File: src/rtl/logic_func_unit_if.sv
// Bus bundle for logic_func_unit: evaluate, truth-table config and sweep control/status.
interface logic_func_unit_if #(
   parameter int unsigned N_IN = 4
);
   localparam int unsigned CNT_W = N_IN + 1;

   logic              in_valid;
   logic [N_IN-1:0]   in_vec;
   logic              out_valid;
   logic              out_f;
   logic              cfg_we;
   logic [N_IN-1:0]   cfg_addr;
   logic              cfg_data;
   logic              start;
   logic              busy;
   logic              done;
   logic [CNT_W-1:0]  ones_cnt;
   logic              cfg_err;

   modport master (
      output in_valid, in_vec, cfg_we, cfg_addr, cfg_data, start,
      input  out_valid, out_f, busy, done, ones_cnt, cfg_err
   );

   modport slave (
      input  in_valid, in_vec, cfg_we, cfg_addr, cfg_data, start,
      output out_valid, out_f, busy, done, ones_cnt, cfg_err
   );
endinterface

File: src/rtl/logic_func_unit.sv
// Programmable N_IN-input truth-table function with registered output and a minterm-count sweep.
// Optional build macro LFU_STICKY_ERR_EN: cfg_err holds after a rejected write until the next accepted start.
module logic_func_unit #(
   parameter int unsigned              N_IN    = 4,
   parameter logic [(1 << N_IN) - 1:0] TT_INIT = 16'hFFAF
) (
   input  logic             clk,
   input  logic             rst,
   logic_func_unit_if.slave bus
);
   localparam int unsigned TT_W  = 1 << N_IN;
   localparam int unsigned CNT_W = N_IN + 1;

   typedef enum logic [1:0] {
      S_IDLE,
      S_SWEEP,
      S_DONE
   } state_t;

   state_t            state_q, state_d;
   logic [TT_W-1:0]   table_q, table_d;
   logic [N_IN-1:0]   idx_q, idx_d;
   logic [CNT_W-1:0]  acc_q, acc_d;
   logic [CNT_W-1:0]  ones_cnt_q, ones_cnt_d;
   logic              out_f_q, out_f_d;
   logic              out_valid_q, out_valid_d;
   logic              cfg_err_q, cfg_err_d;
   logic              busy;
   logic              done;
   logic              start_ok;
   logic              wr_reject;
   logic [CNT_W-1:0]  acc_sum;

   assign acc_sum = acc_q + CNT_W'(table_q[idx_q]);

   always_comb begin
      state_d    = state_q;
      idx_d      = idx_q;
      acc_d      = acc_q;
      ones_cnt_d = ones_cnt_q;
      busy       = 1'b0;
      done       = 1'b0;
      start_ok   = 1'b0;
      unique case (state_q)
         S_IDLE: begin
            idx_d = '0;
            acc_d = '0;
            if (bus.start) begin
               state_d  = S_SWEEP;
               start_ok = 1'b1;
            end
         end
         S_SWEEP: begin
            busy  = 1'b1;
            acc_d = acc_sum;
            idx_d = idx_q + N_IN'(1);
            // Count is captured on the final sweep edge so it is already valid while done is high.
            if (idx_q == '1) begin
               state_d    = S_DONE;
               ones_cnt_d = acc_sum;
            end
         end
         S_DONE: begin
            done    = 1'b1;
            state_d = S_IDLE;
         end
         default: state_d = S_IDLE;
      endcase
   end

   always_comb begin
      table_d     = table_q;
      wr_reject   = bus.cfg_we & busy;
      out_valid_d = bus.in_valid;
      out_f_d     = out_f_q;
      if (bus.in_valid) begin
         out_f_d = table_q[bus.in_vec];
      end
      if (bus.cfg_we && !busy) begin
         table_d[bus.cfg_addr] = bus.cfg_data;
      end
`ifdef LFU_STICKY_ERR_EN
      cfg_err_d = wr_reject | (cfg_err_q & ~start_ok);
`else
      cfg_err_d = wr_reject;
`endif
   end

   always_ff @(posedge clk) begin
      if (rst) begin
         state_q     <= S_IDLE;
         table_q     <= TT_INIT;
         idx_q       <= '0;
         acc_q       <= '0;
         ones_cnt_q  <= '0;
         out_f_q     <= 1'b0;
         out_valid_q <= 1'b0;
         cfg_err_q   <= 1'b0;
      end else begin
         state_q     <= state_d;
         table_q     <= table_d;
         idx_q       <= idx_d;
         acc_q       <= acc_d;
         ones_cnt_q  <= ones_cnt_d;
         out_f_q     <= out_f_d;
         out_valid_q <= out_valid_d;
         cfg_err_q   <= cfg_err_d;
      end
   end

   assign bus.out_valid = out_valid_q;
   assign bus.out_f     = out_f_q;
   assign bus.busy      = busy;
   assign bus.done      = done;
   assign bus.ones_cnt  = ones_cnt_q;
   assign bus.cfg_err   = cfg_err_q;
endmodule

File: src/flat_wrapper.sv
// flat-port wrapper written by rule: the top's interface ports become plain ports
module logic_func_unit_flat 
#(
   parameter int unsigned              N_IN    = 4,
   parameter logic [(1 << N_IN) - 1:0] TT_INIT = 16'hFFAF
)
  (clk, rst, bus_in_valid, bus_in_vec, bus_cfg_we, bus_cfg_addr, bus_cfg_data, bus_start, bus_out_valid, bus_out_f, bus_busy, bus_done, bus_ones_cnt, bus_cfg_err);
  logic_func_unit_if #(.N_IN(N_IN)) bus_i ();
  input  logic clk;
  input  logic rst;
  input wire logic [$bits(bus_i.in_valid)-1:0] bus_in_valid;
  input wire logic [$bits(bus_i.in_vec)-1:0] bus_in_vec;
  input wire logic [$bits(bus_i.cfg_we)-1:0] bus_cfg_we;
  input wire logic [$bits(bus_i.cfg_addr)-1:0] bus_cfg_addr;
  input wire logic [$bits(bus_i.cfg_data)-1:0] bus_cfg_data;
  input wire logic [$bits(bus_i.start)-1:0] bus_start;
  output wire logic [$bits(bus_i.out_valid)-1:0] bus_out_valid;
  output wire logic [$bits(bus_i.out_f)-1:0] bus_out_f;
  output wire logic [$bits(bus_i.busy)-1:0] bus_busy;
  output wire logic [$bits(bus_i.done)-1:0] bus_done;
  output wire logic [$bits(bus_i.ones_cnt)-1:0] bus_ones_cnt;
  output wire logic [$bits(bus_i.cfg_err)-1:0] bus_cfg_err;
  assign bus_i.in_valid = bus_in_valid;
  assign bus_i.in_vec = bus_in_vec;
  assign bus_i.cfg_we = bus_cfg_we;
  assign bus_i.cfg_addr = bus_cfg_addr;
  assign bus_i.cfg_data = bus_cfg_data;
  assign bus_i.start = bus_start;
  assign bus_out_valid = bus_i.out_valid;
  assign bus_out_f = bus_i.out_f;
  assign bus_busy = bus_i.busy;
  assign bus_done = bus_i.done;
  assign bus_ones_cnt = bus_i.ones_cnt;
  assign bus_cfg_err = bus_i.cfg_err;
  logic_func_unit #(.N_IN(N_IN), .TT_INIT(TT_INIT)) u_core (.clk(clk), .rst(rst), .bus(bus_i));
endmodule
File: config.mk
export PLATFORM = sky130hd
export DESIGN_NAME = logic_func_unit_flat
export DESIGN_NICKNAME = d
export VERILOG_FILES = /design/src/rtl/logic_func_unit_if.sv /design/src/rtl/logic_func_unit.sv /design/src/flat_wrapper.sv
export SDC_FILE = /design/constraint.sdc
export NUM_CORES = 1
export LEC_CHECK = 0
export CELL_PAD_IN_SITES_DETAIL_PLACEMENT = 0
export CELL_PAD_IN_SITES_GLOBAL_PLACEMENT = 1
export CORE_MARGIN = 2
export CORE_UTILIZATION = 44
export CTS_CLUSTER_DIAMETER = 100
export DETAILED_ROUTE_END_ITERATION = 12
export MAX_ROUTING_LAYER = met4
export PLACE_DENSITY = 0.83
export SYNTH_ARGS = -nofsm -noshare
export SYNTH_HDL_FRONTEND = slang
export SYNTH_SLANG_ARGS = --single-unit
File: constraint.sdc
create_clock -name clk -period 6.2 [get_ports clk]
set_input_delay 1.24 -clock clk [delete_from_list [all_inputs] [get_ports clk]]
set_output_delay 1.24 -clock clk [all_outputs]
set_load 0.01 [all_outputs]
# Yosys cells after proc, flatten, opt, wreduce, memory -nomap -nowiden
# Index checks and enable logic that the tools add are counted.
dict set report word_totals {
  regBits 35
}
dict set report op_classes {
  bitwise 1
  addsub 2
  n_mux 14
  eq_ne 5
  n_reduce_logical 7
  magnitude_cmp 4
}
# cell count
set op_table {}
lappend op_table {{16-bit bitwise mux} 1}
lappend op_table {{4-bit by 5-bit less-than comparator with 1-bit output, second input constant} 3}
lappend op_table {{5-bit one-hot mux with 2 select lines} 1}
lappend op_table {{1-bit binary-select mux with 4-bit select} 2}
lappend op_table {{4-bit one-hot mux with 2 select lines} 1}
lappend op_table {{5-bit by 1-bit adder with 5-bit output} 1}
lappend op_table {{1-bit two-way mux} 5}
lappend op_table {{4-bit by 1-bit adder with 4-bit output, second input constant} 1}
lappend op_table {{1-bit demux with 4-bit select} 1}
lappend op_table {{4-bit equality test, second input constant} 1}
lappend op_table {{4-bit by 1-bit >= comparator with 1-bit output, second input constant} 1}
lappend op_table {{2-bit two-way mux} 2}
lappend op_table {{2-bit one-hot mux with 2 select lines} 1}
lappend op_table {{2-bit AND reduction} 2}
lappend op_table {{2-bit by 1-bit equality test with 1-bit output, second input constant} 1}
lappend op_table {{2-bit equality test, second input constant} 1}
lappend op_table {{1-bit logical AND} 2}
lappend op_table {{2-bit logical NOT} 1}
lappend op_table {{2-bit by 1-bit != test with 1-bit output, second input constant} 1}
lappend op_table {{2-bit != test, second input constant} 1}
lappend op_table {{2-bit nonzero test} 1}
lappend op_table {{1-bit bitwise AND} 1}
lappend op_table {{1-bit logical NOT} 1}

# Depth between registers and ports, before layout
# Gate-level depths: netlist (run 1).
dict set report logic_depth {
  ltp_word 5
  ltp_mapped 9
}

# Worst setup path before layout (run 1)
# Ideal clock, no wire load.
dict set report synth_timing {
  path_type {reg-to-reg}
  from {register u_core.idx_q[0]}
  to {register u_core.ones_cnt_q[4], in the netlist u_core.bus.ones_cnt[4]}
  arrival_time_ns 2.518
  stages_incl_launch_ff 10
  synth_period_minus_slack_ns 2.603
  setup_ns 0.086
  setup_slack_ns 3.597
  cell_sequence {dfxtp_1 clkbuf_1 mux4_2 mux4_2 ha_1 ha_1 nand3_1 and2_1 nor2_1 a211oi_1}
}
dict set report synth_between {
  elab_chain_len 3
}
# item line_no
set synth_rtl {}
lappend synth_rtl {{start: declaration} logic_func_unit.sv:22} ;# logic [N_IN-1:0] idx_q, idx_d;
lappend synth_rtl {{start signal: assignment} logic_func_unit.sv:102} ;# idx_q <= idx_d;
lappend synth_rtl {{1-bit binary-select mux with 4-bit select} logic_func_unit.sv:34} ;# assign acc_sum = acc_q + CNT_W'(table_q[idx_q]);
lappend synth_rtl {{1-bit two-way mux (not written as such)} logic_func_unit.sv:34}
lappend synth_rtl {{5-bit by 1-bit adder with 5-bit output} logic_func_unit.sv:34}
lappend synth_rtl {{end signal: assignment} logic_func_unit.sv:104} ;# ones_cnt_q <= ones_cnt_d;
lappend synth_rtl {{end: declaration} logic_func_unit.sv:24} ;# logic [CNT_W-1:0] ones_cnt_q, ones_cnt_d;
# Parallel ways exist; a longest one is shown, timed or not. The select of a mux whose other input is x is not followed.
# A chain may end at the register's enable or synchronous reset.

# Worst setup path after layout (run 1)
dict set report layout_timing {
  from {register u_core.state_q[1]}
  to {output port bus_busy}
}
dict set report layout_between {
  elab_chain_len 2
}
# item line_no
set layout_rtl {}
lappend layout_rtl {{start: declaration} logic_func_unit.sv:20} ;# state_t state_q, state_d;
lappend layout_rtl {{start signal: assignment} logic_func_unit.sv:100} ;# state_q <= state_d;
lappend layout_rtl {{2-bit by 1-bit equality test with 1-bit output} logic_func_unit.sv:44} ;# unique case (state_q)
lappend layout_rtl {{1-bit two-way mux} logic_func_unit.sv:44}
lappend layout_rtl {{end: declaration} flat_wrapper.sv:19} ;# output wire logic [$bits(bus_i.busy)-1:0] bus_busy;
# Every way passes these cells.

==> results of run 1 <==
-- metrics by stage --
step | total power (uW) | hold WS [ns] | area [sq um] | worst slack (ns) | cells
3_3_place_gp | 279 | 0.441 | 1900 | 3.26 | 237
4_1_cts | 435 | 0.472 | 1980 | 3.00 | 245
5_1_grt | 451 | 0.495 | 1980 | 2.88 | 245
6_report | 432 | 0.462 | 1980 | 3.00 | 245
3_5_place_dp | 281 | 0.459 | 1900 | 3.19 | 237
2_1_floorplan | 263 | 0.460 | 1660 | 3.60 | 178
-- power by group through the flow --
| stage | clock [uW] | sequential (uW) | combinational (uW) |
|---|---|---|---|
| after floorplan | 0 | 237 | 26.3 |
| after global placement | 0 | 239 | 40.5 |
| after detailed placement | 0 | 239 | 42.2 |
| after CTS | 159 | 234 | 42.4 |
| after global routing | 170 | 235 | 46.5 |
| final | 155 | 234 | 42.4 |
-- state kept, by name (all words and copies together) (netlist names) --
signal                cells
u_core.table_q           16
u_core.acc_q              5
u_core.bus.ones_cnt       5
u_core.idx_q              4
u_core.state_q            2
u_core.bus.cfg_err        1
u_core.bus.out_f          1
u_core.bus.out_valid      1
-- worst max-delay path by stage --
stage | end | startpoint | slack [ns]
floorplan | u_core.bus.ones_cnt[4] | u_core.idx_q[0] | 3.60
global placement | u_core.table_q[6] | bus_cfg_addr[2] | 3.26
detailed placement | u_core.table_q[6] | bus_cfg_we | 3.19
CTS | bus_busy | u_core.state_q[1] | 3.00
global route | bus_busy | u_core.state_q[1] | 2.88
finish | bus_busy | u_core.state_q[1] | 3.00
-- layer usage --
metal / part of all wire, % / GRT usage [%] / vias up
li1: - / - / 704
met1: 50 / 26.2 / 681
met2: 46 / 31.6 / 32
met3: 3.6 / 4.28 / 4
met4: 1.0 / 6.77 / 0
met5: 0 / - / -
-- final cells by class --
cell class                 count  share of cell area [%]
clock buffer                   7                    3.85
clock inverter                 1                   0.252
inverter                       7                    1.32
multi-input combinational    124                    44.6
sequential                    35                    35.3
tap                           48                    3.03
timing repair buffer          23                    11.6
-- cells by family after synthesis --
| group | after synthesis |
|---|---|
| and+or+nand+nor | 53 |
| AOI/OAI and AO/OA | 52 |
| DFF | 35 |
| buffers and inverters | 19 |
| muxes | 14 |
| adders and majority gates | 3 |
| xor gates and xnor gates | 2 |
-- worst min-delay path, delay by kind of cell (launching register included) --
family	cells	cell delay, ns
flip-flops	1	0.33
AND/OR/NAND/NOR	2	0.10
-- Yosys cell counts --
cell,n,area [sq um]
mux4_2,7,158
inv_1,6,22.5
and2_1,2,12.5
a21oi_1,9,45.0
or2_2,1,6.26
xnor2_1,1,8.76
or4_1,2,15.0
nand3_1,5,25.0
nand3b_1,2,15.0
buf_4,1,7.51
nand2b_1,3,18.8
nor2b_1,5,31.3
buf_1,3,11.3
or3_1,2,12.5
mux2i_1,7,70.1
a22oi_1,3,22.5
xor2_1,1,8.76
inv_2,1,3.75
a21o_1,1,7.51
nor2_1,18,67.6
nor3_1,5,25.0
nand2_1,6,22.5
o2111ai_1,2,17.5
ha_1,3,37.5
o311ai_0,14,123
o21ai_0,20,100
dfxtp_1,35,701
nand4_1,2,12.5
clkbuf_1,6,22.5
buf_2,2,10.0
a211oi_1,3,22.5
-- placed cells by master, fill, tap and decap left out, drive strengths merged, types with 3 or more instances in the layout --
master,count
nor2,18
nand3,5
inv,7
dfxtp,35
nor3,5
nor2b,5
nand2,6
clkdlybuf4s50,23
ha,3
mux2i,7
a211oi,3
a21oi,9
o311ai,14
clkbuf,7
nand2b,3
o21ai,20
a22oi,3
mux4,7
==> results.sh, run 1 <==
export IMPL_root_buffer="clkbuf_8"
export IMPL_layout_nets=213
export IMPL_p_leak_uw=0.000687
export IMPL_ys_ff_latch=35
export IMPL_regArea_sq_um=701
export IMPL_dieArea_sq_mm=0.00429
export IMPL_hp_class="flop to flop"
export IMPL_cp_max_fo=15
export IMPL_net_switching_power_uw=103
export IMPL_finalHoldViolations=0
export IMPL_synth_top_family_by_area="compound AO/OA/AOI/OAI gates"
export IMPL_worst_path_stages=3
export IMPL_setup_worst_path_end_class="output port"
export IMPL_crit_type="flop to output port"
export IMPL_status="complete, no violations"
export IMPL_multi_input_area_sq_um=885
export IMPL_r2r_slack_ns=3.49
export IMPL_die_h_microns=65.5
export IMPL_fill_cells=362
export IMPL_die_w_microns=65.5
export IMPL_syn_area_sq_mm=0.00166
export IMPL_timing_setup_tns_ns=0
export IMPL_vias_per_cell=5.80
export IMPL_vias=1421
export IMPL_initial_core_util_pct=45.8
export IMPL_rsz0062_at_grt="no"
export IMPL_muxShareOfSynthArea_pct=13.7
export IMPL_finalWirelength_mm=3.76
export IMPL_clk_pin_slew_ns=0.07
export IMPL_ff2ff_path_depth=8
export IMPL_cts_buffers=5
export IMPL_min_from="u_core.bus.out_f"
export IMPL_power_density_mw_per_mm2=218
export IMPL_cp_slowest_cell="dfxtp_1"
export IMPL_antenna_cells=0
export IMPL_clk_path_buf_depth=2
export IMPL_crit_family="flip-flops"
export IMPL_io_pins=24
export IMPL_max_vdd_ir_drop_v=0.000142
export IMPL_dpl_hpwl_mm=2.71
export IMPL_clock_skew_ns=0.00991
export IMPL_drc=0
export IMPL_synth_simple_area_share_pct=15.9
export IMPL_yosysWarnings=0
export IMPL_core_area_sq_mm=0.00363
export IMPL_insertion_delay_ns=0.28
export IMPL_routedWlPerCell_microns=15.3
export IMPL_holdPathEnd="u_core.bus.out_f"
export IMPL_cp_num_buf_inv=2
export IMPL_dr_pass1_iters=4
export IMPL_yosysSeqAreaShare_pct=42.1
export IMPL_synthAdderAreaFrac_pct=2.26
export IMPL_seq_power_share_pct=54.2
export IMPL_clkSinkCount=35
export IMPL_synth_cell_types=31
export IMPL_drtIter0Drc=72
export IMPL_area_growth_pct=19.3
export IMPL_synth_compound_area_share_pct=20.3
export IMPL_synth_xor_area_share_pct=1.05
export IMPL_syn_nets=195
export IMPL_maxCapViolCount=0
export IMPL_grtUsageTotal_pct=20.2
export IMPL_r2r_start="u_core.idx_q[0]"
export IMPL_place_congestion=0.886
export IMPL_drive_gt1_share_pct=7.61
export IMPL_whs_path_depth=2
export IMPL_worst_pin_slew_ns=0.789
export IMPL_cp_start_kind="flop"
export IMPL_grt_pass1_wl_mm=6.40
export IMPL_slowest_delay_ns=0.64
export IMPL_grt_pass1_vias=1395
export IMPL_crit_arrival_ns=1.96
export IMPL_hold_buffers=0
export IMPL_internal_power_uw=329
export IMPL_reg2reg_to="u_core.bus.ones_cnt[4]"
export IMPL_setup_viol=0
export IMPL_grt_overflow=0
export IMPL_crit_chain="nand2b_1 -> inv_2 -> clkdlybuf4s50_1"
export IMPL_finalCritPeriodShare_pct=51.6
export IMPL_post_cts_setup_buffer_count=0
export IMPL_numPortBuffers=23
export IMPL_final_util_pct=54.6
export IMPL_grt_max_degree=22
export IMPL_antenna_found_initial=0
export IMPL_p_comb_share_pct=9.8
export IMPL_max_freq_ghz=0.313
export IMPL_p_clk_share_pct=36.0
export IMPL_crit_required_ns=4.96
export IMPL_cts_resized_gates=0
export IMPL_slew_headroom_pct=47.3
export IMPL_finalMaxSlewViolations=0
export IMPL_cts_tree="done"
export IMPL_drtAntennaViolNets=0
export IMPL_htree_levels=2
export IMPL_netlist_instances=178
export IMPL_sw_frac_of_total_pct=24.0
export IMPL_syn_avg_cell_area_sq_um=9.34
export IMPL_min_period_ns=3.20
export IMPL_rows=22
(Power assumes the default switching activity.)
==> run 2: changes to the inputs <==
- CORE_UTILIZATION: 44 -> 41
- PLACE_DENSITY: 0.83 -> 0.78
- clock period: 6.2 -> 3.1 ns (I/O delays scaled with it)
==> run 2 against run 1 <==
  * Sequential power up 100%
  * Design area up 1.6%
  * Via count down 1.8%
  * Global-route usage down 2.1 points
  * Combinational power up 99%
  * Register-to-register slack worse by 3.0 ns
  * Worst hold slack better by 0.0024 ns
  * Wire length down 4.7%
  * Cell count up 1.2%
  * Non-clock buffer count up 1
==> results.sh, run 2 (synthesis gave the netlist of run 1 again) <==
export IMPL_drtIter0Drc=96
export IMPL_max_freq_ghz=0.382
export IMPL_root_buffer="clkbuf_8"
export IMPL_dr_pass1_iters=4
export IMPL_r2r_slack_ns=0.48
export IMPL_clk_pin_slew_ns=0.07
export IMPL_htree_levels=2
export IMPL_min_period_ns=2.62
export IMPL_rows=23
export IMPL_dpl_hpwl_mm=2.75
export IMPL_die_w_microns=67.7
export IMPL_clock_skew_ns=0.00291
export IMPL_dieArea_sq_mm=0.00458
export IMPL_final_util_pct=51.1
export IMPL_power_density_mw_per_mm2=454
export IMPL_crit_family="multiplexers"
export IMPL_die_h_microns=67.7
export IMPL_finalMaxSlewViolations=0
export IMPL_numPortBuffers=23
export IMPL_layout_common_cells="dfxtp_1, clkdlybuf4s50_1, o21ai_0"
export IMPL_hp_class="flop to flop"
export IMPL_routedWlPerCell_microns=14.4
export IMPL_finalCritPeriodShare_pct=84.4
export IMPL_crit_arrival_ns=2.82
export IMPL_slowest_delay_ns=0.54
export IMPL_core_area_sq_mm=0.00394
export IMPL_io_pins=24
export IMPL_holdPathEnd="u_core.bus.out_f"
export IMPL_place_congestion=0.907
export IMPL_layout_nets=214
export IMPL_finalHoldViolations=0
export IMPL_setup_worst_path_end_class="flop"
export IMPL_top_register="u_core.table_q"
export IMPL_antenna_cells=0
export IMPL_cts_tree="done"
export IMPL_maxCapViolCount=0
export IMPL_power_total_uw=915
export IMPL_vias=1396
export IMPL_worst_pin_slew_ns=0.590
export IMPL_drtAntennaViolNets=0
export IMPL_grt_max_degree=20
export IMPL_cp_max_fo=8
export IMPL_grtUsageTotal_pct=18.1
export IMPL_crit_type="flop to flop"
export IMPL_cts_buffers=5
export IMPL_reg2reg_to="u_core.bus.ones_cnt[4]"
export IMPL_clkSinkCount=35
export IMPL_cp_slowest_cell="mux4_2"
export IMPL_setup_viol=0
export IMPL_cts_resized_gates=0
export IMPL_rsz0062_at_grt="no"
export IMPL_ff2ff_path_depth=8
export IMPL_whs_path_depth=2
export IMPL_min_from="u_core.bus.out_f"
export IMPL_crit_chain="mux4_2 -> mux4_2 -> ha_1 -> ha_1 -> nand3_1 -> and2_1 -> nor2_1 -> a211oi_1"
export IMPL_p_leak_uw=0.000700
export IMPL_slew_headroom_pct=60.5
export IMPL_drc=0
export IMPL_post_cts_setup_buffer_count=0
export IMPL_initial_core_util_pct=42.2
export IMPL_clk_path_buf_depth=2
export IMPL_timing_setup_tns_ns=0
export IMPL_cp_num_buf_inv=0
export IMPL_finalWirelength_mm=3.58
export IMPL_crit_required_ns=3.30
export IMPL_antenna_found_initial=0
export IMPL_area_growth_pct=21.2
export IMPL_grt_pass1_vias=1332
export IMPL_largest_reg_flops=16
export IMPL_grt_pass1_wl_mm=5.99
export IMPL_status="complete, no violations"
export IMPL_max_vdd_ir_drop_v=0.000214
export IMPL_cp_start_kind="flop"
export IMPL_vias_per_cell=5.63
export IMPL_hold_buffers=0
export IMPL_r2r_start="u_core.idx_q[0]"
export IMPL_final_common_cell="dfxtp_1"
export IMPL_grt_overflow=0
export IMPL_drive_gt1_share_pct=9.09
export IMPL_insertion_delay_ns=0.28
-- run 2: worst register-to-register path, delay by kind of cell, from the launching register on --
kind	cells	cell delay (ns)
AOI/OAI and AO/OA	1	0.21
adders and majority gates	2	0.44
DFF	1	0.53
muxes	2	1.01
and+or+nand+nor	3	0.34
-- run 2: worst max path at each step --
stage                          from                endpoint  slack, ns  depth (start not counted)
floorplan           u_core.idx_q[0]  u_core.bus.ones_cnt[4]       0.50                          9
global route        u_core.idx_q[0]  u_core.bus.ones_cnt[4]       0.33                          8
global placement    u_core.idx_q[0]  u_core.bus.ones_cnt[4]       0.56                          8
detailed placement  u_core.idx_q[0]  u_core.bus.ones_cnt[4]       0.47                          8
finish              u_core.idx_q[0]  u_core.bus.ones_cnt[4]       0.48                          8
CTS                 u_core.idx_q[0]  u_core.bus.ones_cnt[4]       0.45                          8
-- run 2: power by group --
| group | internal (uW) | switching, uW |
|---|---|---|
| sequential | 458 | 9.50 |
| clock | 202 | 160 |
| combinational | 41.9 | 42.5 |
-- run 2: per-stage QoR --
stage	area [sq um]	setup slack [ns]	instances	hold slack [ns]
floorplan	1660	0.497	178	0.460
global placement	1910	0.560	240	0.443
detailed placement	1910	0.472	240	0.453
CTS	2020	0.450	248	0.469
global route	2020	0.333	248	0.510
finish	2020	0.483	248	0.465
-- run 2: area by class of cell --
cell class                 instances  area (sq um)
tap                               50          62.6
fill                             372          1930
multi-input combinational        124           885
clock inverter                     1          7.51
inverter                           7          26.3
sequential                        35           701
timing repair buffer              24           238
clock buffer                       7          96.3
-- run 2: routing by layer --
metal / vias up / share of wire [%] / global-route usage [%]
met5: - / 0 / -
met4: 0 / 0.56 / 4.59
met3: 2 / 3.1 / 5.00
met2: 20 / 52 / 30.8
met1: 663 / 44 / 20.9
li1: 711 / - / -
